File: config.mk
export PLATFORM = sky130hd
export DESIGN_NAME = spi_reg_slave_rw
export DESIGN_NICKNAME = d
export VERILOG_FILES = /design/src/rtl/spi_reg_slave_rw.sv
export SDC_FILE = /design/constraint.sdc
export NUM_CORES = 1
export LEC_CHECK = 0
export CORE_MARGIN = 2
export CORE_UTILIZATION = 52
export CTS_CLUSTER_SIZE = 16
export DETAILED_ROUTE_END_ITERATION = 10
export DONT_BUFFER_PORTS = 1
export PLACE_DENSITY_LB_ADDON = 0.1
export RECOVER_POWER = 100
export SLEW_MARGIN = 0
export SYNTH_ARGS = -nofsm -noshare
export SYNTH_HDL_FRONTEND = slang
export SYNTH_SLANG_ARGS = --single-unit
File: constraint.sdc
create_clock -name clk -period 3.1 [get_ports clk]
set_input_delay 0.775 -clock clk [delete_from_list [all_inputs] [get_ports clk]]
set_output_delay 0.775 -clock clk [all_outputs]
set_load 0.01 [all_outputs]
File: src/rtl/spi_reg_slave_rw.sv
// spi_reg_slave_rw
//   SPI mode-0 target with readback, sitting between the SPI pins and
//   pwm_peripheral. 16-bit frames {rw, addr[6:0], data[7:0]} are decoded
//   into a small register bank. A saturating frame-error counter sits at
//   address 0x05 (read it to inspect, write it to clear). All logic is in
//   the clk domain; the SPI pins are oversampled.
// Ports
//   clk, rst_n         system clock, synchronous active-low reset
//   sclk, copi, ncs    raw SPI pins (asynchronous to clk)
//   cipo, cipo_oe      SPI target-out data and its output enable
//   en_reg_*, pwm_duty_cycle   register bank outputs (addresses 0..4)
//   reg_wr_stb         1-cycle pulse per committed write
//   reg_wr_addr        address of the last committed write

// Pin synchronizer: STAGES flops, no history (the top keeps that).
module spi_pin_sync #(
    parameter int STAGES = 2
) (
    input  logic clk,
    input  logic rst_n,
    input  logic din,
    output logic q
);
    logic [STAGES-1:0] chain;

    always_ff @(posedge clk) begin
        if (!rst_n) chain <= '0;
        else        chain <= {chain[STAGES-2:0], din};
    end

    assign q = chain[STAGES-1];
endmodule

module spi_reg_slave_rw #(
    parameter int SYNC_STAGES = 2,
    parameter int NUM_RW_REGS = 5,
    parameter int ADDR_W      = 7
) (
    input  logic              clk,
    input  logic              rst_n,
    input  logic              sclk,
    input  logic              copi,
    input  logic              ncs,
    output logic              cipo,
    output logic              cipo_oe,
    output logic [7:0]        en_reg_out_7_0,
    output logic [7:0]        en_reg_out_15_8,
    output logic [7:0]        en_reg_pwm_7_0,
    output logic [7:0]        en_reg_pwm_15_8,
    output logic [7:0]        pwm_duty_cycle,
    output logic              reg_wr_stb,
    output logic [ADDR_W-1:0] reg_wr_addr
);
    localparam int                FRAME_BITS = 1 + ADDR_W + 8;
    localparam logic [4:0]        CNT_FULL   = 5'(FRAME_BITS);
    localparam logic [4:0]        CNT_SAT    = 5'(FRAME_BITS + 1);
    localparam logic [4:0]        CNT_ADDR   = 5'(ADDR_W);
    localparam logic [ADDR_W-1:0] ERR_ADDR   = ADDR_W'(5);

    typedef enum logic [1:0] {IDLE, RX, COMMIT} state_t;

    // pin index: 0 = sclk, 1 = copi, 2 = ncs
    logic [2:0] pin_raw, pin_q, pin_d;
    assign pin_raw = {ncs, copi, sclk};

    for (genvar p = 0; p < 3; p++) begin : g_sync
        spi_pin_sync #(.STAGES(SYNC_STAGES)) u_sync (
            .clk  (clk),
            .rst_n(rst_n),
            .din  (pin_raw[p]),
            .q    (pin_q[p])
        );
    end

    always_ff @(posedge clk) begin
        if (!rst_n) pin_d <= '0;
        else        pin_d <= pin_q;
    end

    logic sclk_rise, sclk_fall, ncs_rise, ncs_fall, ncs_s, copi_s;
    assign sclk_rise = pin_q[0] & ~pin_d[0];
    assign sclk_fall = ~pin_q[0] & pin_d[0];
    assign ncs_s     = pin_q[2];
    assign ncs_rise  = pin_q[2] & ~pin_d[2];
    assign ncs_fall  = ~pin_q[2] & pin_d[2];
    // copi from its history flop: the value held just before the sclk rise
    // reached the sync output, like the setup window of a real target flop.
    assign copi_s    = pin_d[1];

    state_t                        state;
    logic [FRAME_BITS-1:0]         rx_sh;
    logic [4:0]                    bit_cnt;
    logic [7:0]                    tx_sh;
    logic [3:0]                    tx_left;
    logic [NUM_RW_REGS-1:0][7:0]   regs;
    logic [7:0]                    err_cnt;
    logic                          ncs_seen;

    // Readback source, addressed by the 7 bits completing with this rise.
    logic [ADDR_W-1:0] rd_addr;
    logic [7:0]        rd_data;
    always_comb begin
        rd_addr = {rx_sh[ADDR_W-2:0], copi_s};
        rd_data = 8'h00;
        if (rd_addr == ERR_ADDR) rd_data = err_cnt;
        for (int i = 0; i < NUM_RW_REGS; i++)
            if (rd_addr == ADDR_W'(i)) rd_data = regs[i];
    end

    logic              cm_rw, cm_full;
    logic [ADDR_W-1:0] cm_addr;
    logic [7:0]        cm_data;
    assign cm_rw   = rx_sh[FRAME_BITS-1];
    assign cm_addr = rx_sh[FRAME_BITS-2 -: ADDR_W];
    assign cm_data = rx_sh[7:0];
    assign cm_full = (bit_cnt == CNT_FULL);

    always_ff @(posedge clk) begin
        if (!rst_n) begin
            state       <= IDLE;
            rx_sh       <= '0;
            bit_cnt     <= '0;
            tx_sh       <= '0;
            tx_left     <= '0;
            regs        <= '0;
            err_cnt     <= '0;
            ncs_seen    <= 1'b0;
            cipo        <= 1'b0;
            cipo_oe     <= 1'b0;
            reg_wr_stb  <= 1'b0;
            reg_wr_addr <= '0;
        end else begin
            reg_wr_stb <= 1'b0;
            // ncs must be seen high after reset before a frame can start or
            // the output enable can assert (reset released mid-frame).
            if (ncs_s) ncs_seen <= 1'b1;
            cipo_oe <= ncs_seen & ~ncs_s;

            case (state)
                IDLE: begin
                    cipo <= 1'b0;
                    if (ncs_fall) begin
                        state   <= RX;
                        bit_cnt <= '0;
                        tx_left <= '0;
                    end
                end
                RX: begin
                    if (ncs_rise) begin
                        // ncs rise wins over a coincident sclk edge
                        state <= COMMIT;
                        cipo  <= 1'b0;
                    end else begin
                        if (sclk_rise) begin
                            if (bit_cnt < CNT_FULL)
                                rx_sh <= {rx_sh[FRAME_BITS-2:0], copi_s};
                            if (bit_cnt != CNT_SAT)
                                bit_cnt <= bit_cnt + 5'd1;
                            // rx_sh[ADDR_W-1] is the R/W bit at this point
                            if (bit_cnt == CNT_ADDR && !rx_sh[ADDR_W-1]) begin
                                tx_sh   <= rd_data;
                                tx_left <= 4'd8;
                            end
                        end
                        if (sclk_fall) begin
                            if (tx_left != 4'd0) begin
                                cipo    <= tx_sh[7];
                                tx_sh   <= {tx_sh[6:0], 1'b0};
                                tx_left <= tx_left - 4'd1;
                            end else begin
                                cipo <= 1'b0;
                            end
                        end
                    end
                end
                COMMIT: begin
                    state <= IDLE;
                    cipo  <= 1'b0;
                    if (cm_full && !cm_rw) begin
                        // reads are side-effect free
                    end else if (cm_full && cm_addr == ERR_ADDR) begin
                        err_cnt     <= 8'h00;
                        reg_wr_stb  <= 1'b1;
                        reg_wr_addr <= cm_addr;
                    end else if (cm_full && cm_addr < ERR_ADDR) begin
                        for (int i = 0; i < NUM_RW_REGS; i++)
                            if (cm_addr == ADDR_W'(i)) regs[i] <= cm_data;
                        reg_wr_stb  <= 1'b1;
                        reg_wr_addr <= cm_addr;
                    end else if (err_cnt != 8'hFF) begin
                        err_cnt <= err_cnt + 8'd1;
                    end
                end
                default: state <= IDLE;
            endcase
        end
    end

    assign en_reg_out_7_0  = regs[0];
    assign en_reg_out_15_8 = regs[1];
    assign en_reg_pwm_7_0  = regs[2];
    assign en_reg_pwm_15_8 = regs[3];
    assign pwm_duty_cycle  = regs[4];
endmodule
Word level (Yosys, flattened, before mapping)
Index checks and enable logic that the tools add are counted.

storage, ports and cells
  register bits = 103
  bits of input ports = 5
  output and inout bits = 50
  word-level logic and storage cells = 127

cells by class
  add/sub/neg operators = 3
  order comparisons = 2
  equal/unequal tests = 23
  mux-type cells = 36
  bitwise gates (word level) = 14
  reductions and logical operators = 29

operator list
  kind                 number
  $mux 8               13
  $reduce_and 5->1     6
  $eq 7x2->1 const B   4
  $eq 7x3->1 const B   4
  $mux 4               6
  $mux 5               4
  $eq 7x1->1 const B   2
  $logic_not 7->1      2
  $mux 7               2
  $ne 2x2->1 const B   6
  $pmux 5 s2           1
  $not 1->1            9
  $add 8x1->8 const B  1
  $ne 8x8->1 const B   1
  $pmux 4 s2           1
  $reduce_and 4->1     2
  $reduce_bool 2->1    4
  $lt 7x3->1 const B   1
  $reduce_and 2->1     3
  $reduce_and 3->1     2
  $add 5x1->5 const B  1
  $and 1x1->1          5
  $eq 5x3->1 const B   1
  $eq 5x5->1 const B   1
  16 further kinds     25

Depth between registers and ports, before layout
  word-level depth = 11
  gate-level depth with buffers = 10
  depth with buffers taken out = 7

Modules after synthesis
From an unflattened synthesis, not the netlist that was laid out.

second synthesis, totals
  cell total of the unflattened synthesis = 519
  area total of the unflattened synthesis = 4501.8 µm²

by module, submodules not included
  module            instances  cells each  area an instance (µm²)  seq. area each (µm²)
  spi_reg_slave_rw  1          507         4344.2                  1941.9
  spi_pin_sync      3          4           52.6                    40.0

Worst setup path before layout
Ideal clock, no wire load.

  kind = register to register
  start point = register rx_sh[11]
  end point = register regs (netlist bit en_reg_out_15_8[6])
  setup time = 0.115 ns
  arrival = 2.193 ns
  data required time = 2.985 ns
  setup slack = 0.792 ns
  cell stages (with the launch flop) = 9
  buffers on the path = 3
  period minus slack after synthesis = 2.308 ns
  cells stage by stage = dfxtp_1 -> or4_4 -> or3_1 -> buf_2 -> or4b_1 -> buf_2 -> buf_6 -> nand3_2 -> o21ai_2

on the way
  cells in the longest elaborated chain, start to end = 4
  elaborated cells between the ends (all ways) = 7
  those cells by class = order compare: 1; eq/ne: 2; bitwise: 1; reduce/logical: 3

ends and longest elaborated chain
  item                                                line  text
  start, declared                                     91    logic [FRAME_BITS-1:0] rx_sh;
  start signal, assigned                              156   rx_sh <= {rx_sh[FRAME_BITS-2:0], copi_s};
  branches (longest 3 deep; another with $lt 7x3->1)  --
  $reduce_and 5->1 (no source line) (*)               --
  end signal, assigned by index                       187   if (cm_addr == ADDR_W'(i)) regs[i] <= cm_data;
  end, declared                                       95    logic [NUM_RW_REGS-1:0][7:0] regs;

Every way passes the cells marked *.
A chain may end at the register's enable or synchronous reset.

Worst setup path after layout
  start point = register bit_cnt[0]
  end point = register regs (netlist bit pwm_duty_cycle[3])

on the way
  cells in the longest elaborated chain, start to end = 4
  elaborated cells between the ends (all ways) = 7
  those cells by class = eq/ne: 1; bitwise: 2; reduce/logical: 4

ends and longest elaborated chain
  item                                         line      text
  start, declared                              92        logic [4:0] bit_cnt;
  start signal, assigned                       158       bit_cnt <= bit_cnt + 5'd1;
  $eq 5x5->1 (*)                               116       assign cm_full = (bit_cnt == CNT_FULL);
  $logic_and 1x1->1, on equally long branches  181, 179
  $not 1->1 (no source line)                   --
  $reduce_and 5->1 (no source line) (*)        --

Mark *: on every way between the ends. The rest lies on a longest branch, timed or not.

==> impl_metrics.toml <==
[yosys]
synthArstFlopShare_pct = 0
yosysWarnings = 0
postSynthCellCount = 517
synth_edf_count = 0
synth.avg_cell_area_um2 = 8.83
syn_nets = 527
synth_area_leader_cell = "dfxtp_1"
ys_types = 51
ys_seq_area_share_pct = 45.2
synth.ff_latch_count = 103
synth_ff_type = "dfxtp_1"
yosysTopAreaCellShare_pct = 45.2
yosysMostFrequentCell = "dfxtp_1"
synth_common_cells = "dfxtp_1, nor2_1, mux2i_1"
ys_top_cells_by_area = "dfxtp_1, mux2i_1, nor2_1"
synth_area_mm2 = 0.00456

[setup_path]
cp.arrival_ns = 2.94
r2r_end = "pwm_duty_cycle[3]"
cp_max_fo = 8
cp.required_ns = 3.29
crit_path_end_kind = "flip-flop"
worstSetupPathType = "reg2reg"
slowest_stage = "or3_1"
setup.worst_path.start_class = "flip-flop"
max_stage_delay_ns = 0.58
endpoint = "pwm_duty_cycle[3]"
crit_start = "bit_cnt[0]"
r2r_start = "bit_cnt[0]"
reg2reg_setup_slack_ns = 0.35
path_cells = "inv_1 > ha_1 > nand4bb_1 > or3_1 > nor4b_2 > clkbuf_1 > mux2i_1 > nor2_1"
ff2ff_path_depth = 8

[timing]
setup_tns_ns = 0
skew_ns = 0.0136
layout_min_cycle_time_ns = 2.75
slew_violations = 51
worst_slew_pin_slew_ns = 2.29
relSlewSlack_pct = -52.8
worst_slack_ns = 0.350
max_freq_ghz = 0.364
rsz0062_at_grt = "false"
period_share_pct = 88.7
setup_violations = 0
final_hold_viol_count = 0

[cts]
clk_latency_ns = 0.39
root_buffer = "clkbuf_8"
numCtsBuffers = 9
htreeDepth = 3
postCtsSetupBuffers = 0
post_cts_resized = 0
cts_buffer_depth = 2
clk_pin_slew_ns = 0.12
cts_hold_buffers = 0
clock-sinks = 103
cts_tree = "done"

[floorplan]
die_h_um = 97.7
num_rows = 34
start_util_pct = 53.1
die-area_mm2 = 0.00954
core_area_mm2 = 0.00859
die_w_um = 97.7
num_io_pins = 55

[status]
violations = "max-capacitance violations, max-slew violations"
status = "finished with violations"

[detailed_routing]
ant_nets = 0
drt_iter0_markers = 231
post_drt_wl_per_cell_um = 17.9
drt_wl_total_mm = 11.0
firstDrtPassIters = 8
post_drt_via_cell_ratio = 5.96
drc = 0
vias = 3662

[grt]
grt-ovfl-total = 0
track_usage_pct = 23.3
grt_pass1_wl_mm = 17.7
grt_max_degree = 57
antenna_found_initial = 0
grt_pass1_vias = 3291

[layout]
final_nets = 511
syn_to_final_growth_pct = 5.10
final_area_mm2 = 0.00480
fillers = 830
drive_above_1_share_pct = 7.51
regArea_mm2 = 0.00206
multi_input_area_mm2 = 0.00230
diodes = 0
final_core_util_pct = 55.8

[min_path]
hp-class = "reg2reg"

[placed_design]
dp_worst_setup_slack_ns = 0.385
place_area_mm2 = 0.00462
gp_congestion = 0.842
port_buffers = 0
hpwlAfterDp_mm = 7.72

[power]
irDropWorstVdd_uv = 244
powerDensity_mw_per_mm2 = 472
p_leak_nw = 1.71

[job]
max_cap_violations = 1
metrics by stage:
stage | cells | power (mW) | hold slack [ns]
floorplan | 517 | 1.40 | 0.412
CTS | 614 | 2.28 | 0.454
global route | 614 | 2.34 | 0.469
detailed placement | 598 | 1.41 | 0.422
global placement | 598 | 1.40 | 0.413
finish | 614 | 2.27 | 0.449
state kept, by name, summed over array words and instances, names as in the netlist, 7 cells and up:
signal	count
en_reg_out_7_0	8
en_reg_pwm_15_8	8
tx_sh	8
err_cnt	8
en_reg_pwm_7_0	8
reg_wr_addr	7
pwm_duty_cycle	8
en_reg_out_15_8	8
rx_sh	16
where the power goes:
group | switching (mW) | leakage (nW) | total [mW] | internal, mW
Sequential | 0.00485 | 0.831 | 1.33 | 1.33
Combinational | 0.0280 | 0.772 | 0.0406 | 0.0127
Clock | 0.557 | 0.105 | 0.891 | 0.334
layout by cell type (no fill, tap or decap), types with 4 or more instances in the layout:
cell type | netlist | final
nand2_1 | 35 | 35
a222oi_1 | 8 | 8
xor2_1 | 6 | 6
inv_1 | 9 | 9
clkbuf_8 | 0 | 9
ha_1 | 5 | 5
nand3_1 | 28 | 29
a31oi_1 | 4 | 4
nor4_1 | 4 | 4
or2_2 | 9 | 9
nand2b_1 | 13 | 13
mux2i_1 | 42 | 42
nor2_1 | 61 | 61
o211ai_1 | 9 | 9
clkbuf_1 | 23 | 4
o22ai_1 | 8 | 8
or3_1 | 11 | 11
buf_4 | 0 | 4
dfxtp_1 | 103 | 103
and3_1 | 7 | 7
o21ai_0 | 10 | 24
and2_0 | 0 | 4
a21oi_1 | 37 | 37
and2_1 | 12 | 8
logic make-up (layout without fill, tap and decap cells):
family          Yosys count  after routing  share of synthesized area [%]
xor+xnor                  6              6                           1.15
fa+ha+maj                 5              5                           1.37
flops                   103            103                           45.2
simple gates            208            208                           23.6
compound gates          108            108                           15.5
mux                      42             42                           9.21
buf+inv                  45             34                           4.00
final cells by class:
type                    count  area share, %
inverters                  10          0.783
repair buffers              8          0.939
well taps                 108           2.82
clock inverters             7           1.98
clock buffers               9           2.58
multi-input cells         369           47.9
flip-flops and latches    103           43.0
routing by layer:
layer	global-route usage (%)	routed length, um
met1	32.9	5270
met2	34.7	4970
met3	5.97	577
met4	7.80	189
met5	0	0
critical path, delay by kind of cell (launching register included):
| kind | cells | cell delay [ns] |
|---|---|---|
| multiplexers | 1 | 0.27 |
| flip-flops | 1 | 0.36 |
| buffers and inverters | 2 | 0.61 |
| adder cells (fa/ha/maj) | 1 | 0.16 |
| AND/OR/NAND/NOR | 4 | 1.14 |
how the worst min path moves through the flow:
stage,from,end,slack (ns),cells past startpoint
finish,g_sync[2].u_sync.chain[0],g_sync[2].u_sync.chain[1],0.45,1
global route,g_sync[2].u_sync.chain[0],g_sync[2].u_sync.chain[1],0.47,1
CTS,g_sync[1].u_sync.chain[1],pin_d[1],0.45,1
detailed placement,g_sync[1].u_sync.chain[1],pin_d[1],0.42,1
global placement,g_sync[0].u_sync.chain[0],g_sync[0].u_sync.chain[1],0.41,1
floorplan,g_sync[0].u_sync.chain[0],g_sync[0].u_sync.chain[1],0.41,1
No activity file was read; power rests on OpenSTA's default activity.
